## src/rtl/i2c_pkg.sv

```systemverilog
// Shared types and constants for the I2C master.
// SCL phase states and divisor limits.
package i2c_pkg;

  typedef enum logic [2:0] {
    ST_IDLE,
    ST_LOW1,
    ST_LOW2,
    ST_WAIT_HIGH,
    ST_HIGH1,
    ST_HIGH2
  } i2c_state_t;

  localparam int I2C_DIV_MIN          = 2;
  localparam int I2C_DEFAULT_DIV_100K = 125;
  localparam int I2C_DEFAULT_DIV_400K = 31;

endpackage

```

## src/rtl/i2c_sync.sv

```systemverilog
// Multi-flop level synchroniser for open-drain bus lines.
// Resets to 1 (idle bus level).
module i2c_sync #(
  parameter int STAGES = 2
) (
  input  logic clk,
  input  logic rst_n,
  input  logic d,
  output logic q
);

  logic [STAGES-1:0] ff;

  always_ff @(posedge clk or negedge rst_n) begin
    if (!rst_n) begin
      ff <= '1;
    end else begin
      ff[0] <= d;
      for (int i = 1; i < STAGES; i++) begin
        ff[i] <= ff[i-1];
      end
    end
  end

  assign q = ff[STAGES-1];

endmodule

```

## src/rtl/i2c_scl_timer.sv

```systemverilog
// SCL timing generator: programmable quarter period,
// clock-stretch handling with timeout, phase ticks.
module i2c_scl_timer
  import i2c_pkg::*;
#(
  parameter int CNT_WIDTH   = 16,
  parameter int DEFAULT_DIV = I2C_DEFAULT_DIV_100K,
  parameter int SYNC_STAGES = 2,
  parameter int STRETCH_MAX = 65535
) (
  input  logic                 ref_clk,
  input  logic                 reset_n,
  input  logic                 enable,
  input  logic [CNT_WIDTH-1:0] div_quarter,
  input  logic                 div_load,
  input  logic                 scl_in,
  output logic                 scl_oe,
  output logic                 tick_fall,
  output logic                 tick_low_mid,
  output logic                 tick_rise,
  output logic                 tick_high_mid,
  output logic                 stretching,
  output logic                 stretch_err,
  output logic                 busy
);

  localparam int WW = $clog2(STRETCH_MAX + 1);

  typedef logic [CNT_WIDTH-1:0] cnt_t;

  localparam cnt_t DIV_RST = cnt_t'(DEFAULT_DIV);
  localparam cnt_t DIV_MIN = cnt_t'(I2C_DIV_MIN);

  i2c_state_t    state;
  i2c_state_t    nxt;
  cnt_t          phase;
  cnt_t          d_act;
  cnt_t          shadow;
  cnt_t          div_sel;
  cnt_t          div_clamp;
  logic [WW-1:0] wcnt;
  logic          scl_s;
  logic          phase_end;
  logic          wait_last;
  logic          timeout;
  logic          enter_low1;

  // The FSM decision register forms the last synchroniser stage.
  i2c_sync #(
    .STAGES(SYNC_STAGES - 1)
  ) u_sync (
    .clk  (ref_clk),
    .rst_n(reset_n),
    .d    (scl_in),
    .q    (scl_s)
  );

  assign phase_end  = (phase == d_act - 1'b1);
  assign wait_last  = (int'(wcnt) >= STRETCH_MAX - 1);
  assign div_sel    = div_load ? div_quarter : shadow;
  assign div_clamp  = (div_sel < DIV_MIN) ? DIV_MIN : div_sel;
  assign enter_low1 = (nxt == ST_LOW1) && (state != ST_LOW1);

  always_comb begin
    nxt     = state;
    timeout = 1'b0;
    unique case (state)
      ST_IDLE: begin
        if (enable) nxt = ST_LOW1;
      end
      ST_LOW1: begin
        if (phase_end) nxt = ST_LOW2;
      end
      ST_LOW2: begin
        if (phase_end) nxt = ST_WAIT_HIGH;
      end
      ST_WAIT_HIGH: begin
        if (scl_s) begin
          nxt = ST_HIGH1;
        end else if (wait_last) begin
          nxt     = ST_IDLE;
          timeout = 1'b1;
        end
      end
      ST_HIGH1: begin
        if (phase_end) nxt = ST_HIGH2;
      end
      ST_HIGH2: begin
        if (phase_end) nxt = enable ? ST_LOW1 : ST_IDLE;
      end
      default: nxt = ST_IDLE;
    endcase
  end

  always_ff @(posedge ref_clk or negedge reset_n) begin
    if (!reset_n) begin
      state  <= ST_IDLE;
      phase  <= '0;
      wcnt   <= '0;
      shadow <= DIV_RST;
      d_act  <= DIV_RST;
    end else begin
      state <= nxt;
      phase <= (nxt != state) ? '0 : phase + 1'b1;
      if (state == ST_WAIT_HIGH && nxt == ST_WAIT_HIGH) begin
        if (int'(wcnt) < STRETCH_MAX) wcnt <= wcnt + 1'b1;
      end else begin
        wcnt <= '0;
      end
      if (div_load) shadow <= div_quarter;
      if (enter_low1) d_act <= div_clamp;
    end
  end

  always_ff @(posedge ref_clk or negedge reset_n) begin
    if (!reset_n) begin
      scl_oe        <= 1'b0;
      tick_fall     <= 1'b0;
      tick_low_mid  <= 1'b0;
      tick_rise     <= 1'b0;
      tick_high_mid <= 1'b0;
      stretching    <= 1'b0;
      stretch_err   <= 1'b0;
      busy          <= 1'b0;
    end else begin
      scl_oe        <= (nxt == ST_LOW1) || (nxt == ST_LOW2);
      busy          <= (nxt != ST_IDLE);
      tick_fall     <= enter_low1;
      tick_low_mid  <= (state == ST_LOW1) && (nxt == ST_LOW2);
      tick_rise     <= (state == ST_WAIT_HIGH) && (nxt == ST_HIGH1);
      tick_high_mid <= (state == ST_HIGH1) && (nxt == ST_HIGH2);
      stretching    <= (state == ST_WAIT_HIGH) &&
                       (nxt == ST_WAIT_HIGH) &&
                       (int'(wcnt) + 1 >= SYNC_STAGES);
      if (timeout) begin
        stretch_err <= 1'b1;
      end else if (div_load) begin
        stretch_err <= 1'b0;
      end
    end
  end

endmodule

```

## config.mk

```make
export PLATFORM = sky130hd
export DESIGN_NAME = i2c_scl_timer
export DESIGN_NICKNAME = d
export VERILOG_FILES = /design/src/rtl/i2c_pkg.sv /design/src/rtl/i2c_sync.sv /design/src/rtl/i2c_scl_timer.sv
export SDC_FILE = /design/constraint.sdc
export NUM_CORES = 1
export LEC_CHECK = 0
export CORE_ASPECT_RATIO = 0.7
export CORE_MARGIN = 4
export CORE_UTILIZATION = 35
export DETAILED_ROUTE_END_ITERATION = 8
export GPL_TIMING_DRIVEN = 0
export SETUP_SLACK_MARGIN = 0.4
export SLEW_MARGIN = 40
export SYNTH_ARGS = -nofsm -noshare
export SYNTH_HDL_FRONTEND = slang
export SYNTH_HIERARCHICAL = 1
export SYNTH_SLANG_ARGS = --single-unit
export TNS_END_PERCENT = 100
```

## constraint.sdc

```tcl
create_clock -name ref_clk -period 3.5 [get_ports ref_clk]
set_input_delay 0.35 -clock ref_clk [delete_from_list [all_inputs] [get_ports ref_clk]]
set_output_delay 0.35 -clock ref_clk [all_outputs]
set_load 0.02 [all_outputs]
```

# Yosys cells after proc, flatten, opt, wreduce, memory -nomap -nowiden
# Index checks and enable logic that the tools add are counted.
# totals
regBits	76
wordCells	65
input_bits	21
out_inout_bits	8
# classes
addsub	4
order_cmp	4
n_reduce_logical	10
eq_ne	14
muxes	19
# op_table
operator	n
2-to-1 mux 16 bit	5
adder 16 x 1 -> 16 bit, second input constant	2
2-to-1 mux 3 bit	7
case mux 3 bit (6 select lines)	1
adder 16 x 1 -> 17 bit, second input constant	1
greater-or-equal comparator 17 x 2 -> 1 bit, second input constant	1
equality test 16 bit	1
greater-or-equal comparator 16 bit, second input constant	1
< comparator 16 bit, second input constant	1
< comparator 16 x 2 -> 1 bit, second input constant	1
subtractor 16 x 1 -> 16 bit, second input constant	1
equality test 3 x 2 -> 1 bit, second input constant	4
equality test 3 bit, second input constant	4
equality test 3 x 1 -> 1 bit, second input constant	2
logical AND 1 bit	6
2-to-1 mux 1 bit	6
logical NOT 3 bit	1
inequality test 3 x 1 -> 1 bit, second input constant	1
inequality test 3 bit	1
nonzero test 3 bit	1
inequality test 2 x 1 -> 1 bit, second input constant	1
nonzero test 2 bit	1
logical OR 1 bit	1

# Longest topological paths before layout
# Gate-level depths: netlist of run 1.
# logic_depth
depth_word	7
ltp_mapped	12

# Cells and area by module
# The synthesis of run 1 kept the hierarchy.
# by_module_without_submodules
mod	cells_each	seq_area_each_um2	n_inst	area_each_um2
i2c_scl_timer	417	1891.8	1	4083.9
i2c_sync	1	26.3	1	26.3

# Least setup slack after synthesis of run 1
# No wires, ideal clock.
# synth_path
path_kind	register to register
start	register d_act[0]
end	register d_act[10]
path_stages_with_launch	11
setup_ns	0.128
t_arrival_ns	3.357
setup_slack_ns	0.015
required_time_ns	3.372
synth_period_minus_slack_ns	3.485
cell_sequence	dfstp_2 -> inv_1 -> ha_1 -> xnor2_1 -> or4_1 -> or4_1 -> nor4_4 -> a41oi_1 -> nor3b_2 -> buf_4 -> mux2_1
# synth_via
elab_chain_cells	6
# synth_rtl
element	line	rtl
from (decl)	i2c_scl_timer.sv:37	cnt_t d_act;
from (signal assigned)	i2c_scl_timer.sv:111	if (enter_low1) d_act <= div_clamp;
subtractor 16 x 1 -> 16 bit (*)	i2c_scl_timer.sv:58	assign phase_end = (phase == d_act - 1'b1);
equality test 16 bit (*)	i2c_scl_timer.sv:58	
2-to-1 mux 3 bit, on equally long branches	--	
case mux 3 bit (6 select lines) (*)	i2c_scl_timer.sv:67	unique case (state)
equality test 3 x 1 -> 1 bit (*)	i2c_scl_timer.sv:62	assign enter_low1 = (nxt == ST_LOW1) && (state != ST_LOW1);
logical AND 1 bit (*)	i2c_scl_timer.sv:62	
# Every way passes the cells marked *; elsewhere a longest branch is shown, timed or not.
# A chain may end at the register's enable or synchronous reset.

# Worst setup path in the final report of run 1
# layout_path
start	register d_act[4]
end	register d_act[12]
# Same word-level chain as after synthesis.

==> summary.md, run 1 <==
| Metric | Value |
|---|---|
| Post-layout min period | 3450 ps |
| Clock sink count | 76 |
| Worst skew pair latency | 340 ps |
| IO buf count | 27 |
| Switching part of the total | 0.349 |
| Post-synth cell types | 52 |
| Comb pwr share | 0.372 |
| Sequential share of power | 0.370 |
| Post-synthesis sequential area ratio | 0.467 |
| Dpl cell area | 4680 um^2 |
| CTS clk-pin slew, worst paths | 60 ps |
| I/O pin cnt | 29 |
| Largest net degree at the start of global routing | 48 |
| FF+latch area | 1920 um^2 |
| Startpoint types | register |
| Reg2Reg Setup Slack | 50 ps |
| Die Height | 98.7 um |
| Syn Std Cell Area | 4110 um^2 |
| Number of global-route vias before repair | 3138 |
| P_sw | 1.18 mW |
| Pre-CTS setup slack | -201 ps |
| Register bit total from synthesis | 76 |
| Leakage power | 2.14 nW |
| Total grt overflow | 0 |
| Routed WL per cell | 14.8 um |
| Synth Warn # | 6 |
| Crit Path Category | register to register |
| Hold Crit Class | input port to register |
| Die area | 13600 um^2 |
| Net Count, Synth | 444 |
| Initial antenna violation count | 0 |
| DRT Wirelength | 9450 um |
| Internal power | 2.21 mW |
| GR Layer Usage met1 | 0.215 |
| Worst-Margin Slew | 696 ps |
| Top_reg_cell synth | dfrtp_1 |
| Crit path largest cell delay | 570 ps |
| GR Layer Usage met3 | 0.0367 |
| Number of DRC markers in iteration 0 | 195 |
| Most frequent cell after synthesis | dfrtp_1 |
| Synth top cells by count | dfrtp_1, nor2_1, nand2_1, a21oi_1, nand3_1 |
| Crit path DAT | 3670 ps |
| Finish-stage setup viols | 0 |
| P&R area growth vs syn | 29.8% |
| Grt met2 use | 0.204 |
| Avg Cell Area, Syn | 9.83 um^2 |
| Total CTS buffers | 9 |
| Post-synth EDFFs | 0 |
| Mapped Cells | 418 |
| Drt first pass iters | 4 |
| Number of max-cap violations | 0 |
| Post-synth ARST share | 1.00 |
| Power density over the cells | 636 nW/um^2 |
| Worst setup EP type | register |
| Final worst path period share | 0.985 |
| Cell area after layout | 5330 um^2 |
| Layout cells sized above 1 | 0.253 |
| FMAX | 0.290 GHz |
| Tot GR Track Use | 0.143 |
| Headroom to the max-slew limit | 0.531 |
| RSZ-0062 raised after global routing | yes |
| Synth top area cells | dfrtp_1, dfstp_2, xnor2_1, mux2_2, xor2_1 |
| Final HPWL DP | 6470 um |
| Status | finished clean |
| Final Worst Setup Slack | 51.8 ps |
| Chip Width | 138 um |
| Cell accounting for the most synthesized area | dfrtp_1 |
| Via count | 3274 |
| Clk_skew | 9.04 ps |
| Drt via density | 5.12 |
| # fillers | 1027 |
| Worst path cell trace | xnor2_1, a31oi_1, or4_1, or4_4, nor4_4, a41oi_2, nor3b_4, buf_6, mux2_4 |
| Final ANT Viol Nets | 0 |
| CTS max path bufs | 2 |
| # diodes | 0 |
| Initial Utilization | 0.365 |
| Area of the multi-input gates | 2270 um^2 |
| First-pass GRT wire length | 15500 um |
| Maximum fanout along the worst path | 5 |
| Final max-slew violation count | 0 |
| Routability Congestion | 0.806 |
| Nets | 507 |
| GRT Max-Usage Layer | met1 |
| Max VDD drop | 0.000287 V |
| CTS tree | built |
| CP max stage cell | or4_4 |
| CTS root buf | clkbuf_16 |
| Area share of the largest cell type after synthesis | 0.384 |
| FP Rows | 32 |
| Count of final hold-check violations | 0 |
| Final Hold Slack | 418 ps |
| Clk network pwr share | 0.259 |
| CP Data Required Time | 3720 ps |
| Core Region | 11300 um^2 |
| H-tree depth | 3 |
| DRC viols | 0 |
## routing by layer
layer  vias up  share of wire
met5         -              0
met4         0          0.010
met3        10          0.048
met2        67           0.42
met1      1586           0.53
li1       1611              -
## placed cells by master (no fill, tap or decap), types with 3 or more instances in the layout
master           synthesis  layout
nand3_1                 26      24
nand2b_1                 3       3
clkinv_4                 0       3
or2_2                    4       4
dfstp_2                 13      13
nor2b_1                  7       7
clkbuf_16                0       9
ha_1                     5       4
xor2_1                  20      20
and2_1                   4       4
nor3_1                   6       4
buf_6                    0      12
a31oi_1                  4       3
o21ai_0                 11       9
mux2_4                   0      13
inv_1                   11       9
nand3b_1                 5       5
nand4_1                  5       5
dfrtp_1                 63      62
buf_4                    2      16
and3_1                  12      11
o21ai_1                  4       4
clkbuf_2                 0       3
o22ai_1                  4       4
nor3b_1                  5       5
nor4_1                   9       8
clkdlybuf4s50_1          0      26
a211oi_1                 3       3
xnor2_1                 25      24
mux2_2                  17      15
nand2_1                 27      25
a21oi_1                 26      26
nor2_1                  41      39
clkbuf_1                13      10
## layout make-up
cell class,count,share of cell area
clock inverters,6,0.00891
well taps,153,0.0359
clock buffers,10,0.0448
inverters,11,0.00774
flip-flops and latches,76,0.360
plain buffers,19,0.0211
repair buffers,52,0.0969
multi-input cells,312,0.425
## worst max-delay path: cells and delay by family, from the launching register on
kind / cells / cell delay (ps)
multiplexers: 1 / 300
buffers and inverters: 1 / 180
XOR/XNOR: 1 / 170
AO/OA/AOI/OAI: 2 / 280
AND/OR/NAND/NOR: 4 / 1840
flip-flops: 1 / 560
## cell families (layout without fill, tap and decap cells)
group,count (synthesis),after routing,synth area share
compound gates,69,69,0.103
xor+xnor,45,45,0.0959
fa+ha+maj,5,5,0.0152
buf+inv,30,98,0.0298
flops,76,76,0.467
mux,29,29,0.0791
simple gates,164,164,0.211
## per-stage QoR
stage               instances  setup TNS [ps]  total power, mW  utilization
finish                    639               0             3.39        0.474
global route              639            -171             3.59        0.474
CTS                       631               0             3.29        0.464
detailed placement        599           -3870             2.25        0.416
global placement          598          -41890             2.21        0.413
floorplan                 418               0             2.00            -
## power groups by stage
| stage | clock (mW) | combinational, mW | sequential, mW |
|---|---|---|---|
| detailed placement | 0 | 0.999 | 1.25 |
| CTS | 0.898 | 1.15 | 1.24 |
| global route | 0.938 | 1.37 | 1.28 |
| global placement | 0 | 0.967 | 1.24 |
| floorplan | 0 | 0.796 | 1.20 |
| finish | 0.877 | 1.26 | 1.25 |
## sequential cells by signal, indices dropped and copies added, names as in the netlist
| register | count |
|---|---|
| stretch_err | 1 |
| tick_low_mid | 1 |
| tick_fall | 1 |
| tick_rise | 1 |
| busy | 1 |
| wcnt | 16 |
| d_act | 16 |
| tick_high_mid | 1 |
| stretching | 1 |
| scl_oe | 1 |
| u_sync/q | 1 |
| shadow | 16 |
| state | 3 |
| phase | 16 |
## repair_timing
| action | in CTS | in global routing |
|---|---|---|
| endpoints found under the hold margin | 24 | 0 |
| pin swaps | 8 | 4 |
| endpoints found under the setup margin | 46 | 48 |
| resized for setup | 34 | 18 |
| buffers inserted | 13 | 8 |
| cloned | 2 | 0 |
| hold buffers | 1 | 0 |
## final timing paths
kind                               start   endpoint  cells after the start
worst max-delay path            d_act[4]  d_act[12]                      9
worst max register to register  d_act[4]  d_act[12]                      9
worst min-delay path              scl_in   u_sync/q                      1
min in group asynchronous        reset_n  shadow[1]                      2
max in group asynchronous        reset_n   u_sync/q                      3
worst min register to register  d_act[0]   d_act[0]                      2
Note: power is estimated with default switching activity, not from simulation.
==> run 2: changes to the inputs <==
--- a/config.mk
+++ b/config.mk
@@ -10,6 +10,7 @@
 export CORE_UTILIZATION = 35
 export DETAILED_ROUTE_END_ITERATION = 8
 export GPL_TIMING_DRIVEN = 0
+export REMOVE_ABC_BUFFERS = 1
 export SETUP_SLACK_MARGIN = 0.4
 export SLEW_MARGIN = 40
 export SYNTH_ARGS = -nofsm -noshare
==> summary.md, run 2 (synthesis gave the netlist of run 1 again) <==
| Metric | Value |
|---|---|
| Crit-path leading delay family | simple AND/OR/NAND/NOR gates |
| Hold Crit Class | input port to register |
| Routability Congestion | 0.788 (-2.3%) |
| Comb pwr share | 0.335 (-0.037) |
| Total CTS buffers | 9 (unchanged) |
| Switching part of the total | 0.347 (-0.00155) |
| Number of max-cap violations | 0 (unchanged) |
| FF+latch area | 1920 um^2 (+0.13%) |
| Initial antenna violation count | 0 (unchanged) |
| Leakage power | 2.12 nW (-0.81%) |
| Worst-Margin Slew | 725 ps (+28.5 ps) |
| First-pass GRT wire length | 15100 um (-2.3%) |
| Setup TNS Final | 0 ps (unchanged) |
| CP Data Required Time | 3710 ps (about the same) |
| Number of global-route vias before repair | 3070 (-2.2%) |
| Hold Path Stages | 1 (unchanged) |
| Final max-slew violation count | 0 (unchanged) |
| R2R cell count | 9 (unchanged) |
| Count of final hold-check violations | 0 (unchanged) |
| Crit path depth | 9 (unchanged) |
| Drt via density | 5.24 (+2.2%) |
| P&R area growth vs syn | 30.6% |
| Crit path DAT | 3610 ps (-60 ps) |
| Die area | 13600 um^2 (unchanged) |
| Die Height | 98.7 um (unchanged) |
| # diodes | 0 (unchanged) |
| Power density over the cells | 650 nW/um^2 (+2.2%) |
| Crit path largest cell delay | 520 ps (-50 ps) |
| CP max stage cell | or4_4 |
| I/O pin cnt | 29 (unchanged) |
| Startpoint types | register |
| FMAX | 0.295 GHz (+1.6%) |
| Final ANT Viol Nets | 0 (unchanged) |
| CTS clk-pin slew, worst paths | 60 ps (about the same) |
| IO buf count | 28 (+3.7%) |
| Finish-stage setup viols | 0 (unchanged) |
| Dpl cell area | 4540 um^2 (-2.9%) |
| Drt first pass iters | 4 (unchanged) |
| Clk_skew | 9.39 ps (+0.352 ps) |
| CTS tree | built |
| Cell area after layout | 5370 um^2 (+0.61%) |
| CTS root buf | clkbuf_16 |
| Max VDD drop | 0.000300 V (+4.8%) |
| DRC viols | 0 (unchanged) |
| Final HPWL DP | 6150 um (-4.9%) |
| Core Region | 11300 um^2 (unchanged) |
| Commonest non-fill, non-tap cell in the layout | dfrtp_1 |
| Total grt overflow | 0 (unchanged) |
| CTS max path bufs | 2 (unchanged) |
| Nets | 485 (-4.3%) |
| Area of the multi-input gates | 2400 um^2 (+5.8%) |
| Tot Pwr | 3.49 mW (+2.8%) |
| Crit Path Category | register to register |
| P_sw | 1.21 mW (+2.4%) |
| Final Core Density | 0.477 (+0.00289) |
| H-tree depth | 3 (unchanged) |
| Clock sink count | 76 (unchanged) |
| Internal power | 2.28 mW (+3.1%) |
| Post-layout min period | 3390 ps (-55.2 ps) |
| DRT Wirelength | 9360 um (-0.89%) |
| Worst setup EP type | register |
| # fillers | 998 (-2.8%) |
| Worst skew pair latency | 340 ps (about the same) |
| Chip Width | 138 um (unchanged) |
| Worst path cell trace | or4_4, or4b_4, a2111oi_4, a311oi_2, nor4_4, a41oi_2, nor3b_4, buf_6, mux2_4 |
| Most frequent cells in the layout | dfrtp_1, clkdlybuf4s50_1, a21oi_1 |
| Final worst path period share | 0.969 (-0.0158) |
| Status | finished clean |
| Initial Utilization | 0.365 (unchanged) |
| Largest net degree at the start of global routing | 42 (-13%) |
| Layout cells sized above 1 | 0.269 (+0.0163) |
| Maximum fanout along the worst path | 7 (+2) |
| Routed WL per cell | 15.2 um (+2.6%) |
| Headroom to the max-slew limit | 0.515 (-0.0162) |
| Number of DRC markers in iteration 0 | 259 (+33%) |
| Via count | 3231 (-1.3%) |
| Sequential share of power | 0.376 (+0.006) |
| Clk network pwr share | 0.289 (+0.030) |
| RSZ-0062 raised after global routing | yes |
| Tot GR Track Use | 0.140 (-0.00316) |
| FP Rows | 32 (unchanged) |
| CP Buf/Inv Count | 1 (unchanged) |
## run 2: stage by stage
stage | hold WS [ps] | worst slack, ps | instances
4_1_cts | 432 | 101 | 613
3_3_place_gp | 498 | -943 | 580
3_5_place_dp | 270 | -573 | 582
5_1_grt | 422 | -1.14 | 617
2_1_floorplan | 54.4 | -487 | 399
6_report | 434 | 107 | 617
## run 2: layout make-up
class,instances,area share
clock buffers,9,0.0420
clock inverters,7,0.0187
multi-input cells,312,0.447
well taps,153,0.0357
inverters,11,0.00769
flip-flops and latches,76,0.358
repair buffers,49,0.0912
## run 2: routing by layer
| layer | routed length [um] | global-route usage |
|---|---|---|
| met3 | 396 | 0.0311 |
| met4 | 112 | 0.0414 |
| met2 | 4120 | 0.204 |
| met1 | 4740 | 0.206 |
| met5 | 0 | 0 |
## run 2: worst register-to-register path, stage by stage, from the launching register on
cell	delay [ps]
dfrtp_2	410
or4_4	520
or4b_4	520
a2111oi_4	310
a311oi_2	100
nor4_4	380
a41oi_2	190
nor3b_4	330
buf_6	200
mux2_4	300
## run 2: timing repair
item | CTS | global route
endpoints found under the setup margin | 38 | 38
pin swaps | 11 | 10
hold buffers | 1 | 0
endpoints found under the hold margin | 34 | 0
cloned | 1 | 0
gates resized for setup | 27 | 57
buffers inserted | 13 | 3
## run 2: power groups by stage
stage          logic (mW)  registers (mW)  clock network (mW)
3_3_place_gp        0.806            1.31                   0
4_1_cts              1.00            1.28                1.03
2_1_floorplan       0.659            1.24                   0
5_1_grt              1.29            1.34                1.07
3_5_place_dp        0.834            1.32                   0
6_report             1.17            1.31                1.01
## run 2: path summary, 6_finish.rpt
check,from,endpoint,slack (ps)
max in group asynchronous,reset_n,d_act[2],2440
max reg2reg,d_act[7],d_act[14],110
min,scl_in,u_sync/q,430
min in group asynchronous,reset_n,phase[5],470
min reg2reg,d_act[0],d_act[0],510
max,d_act[7],d_act[14],110
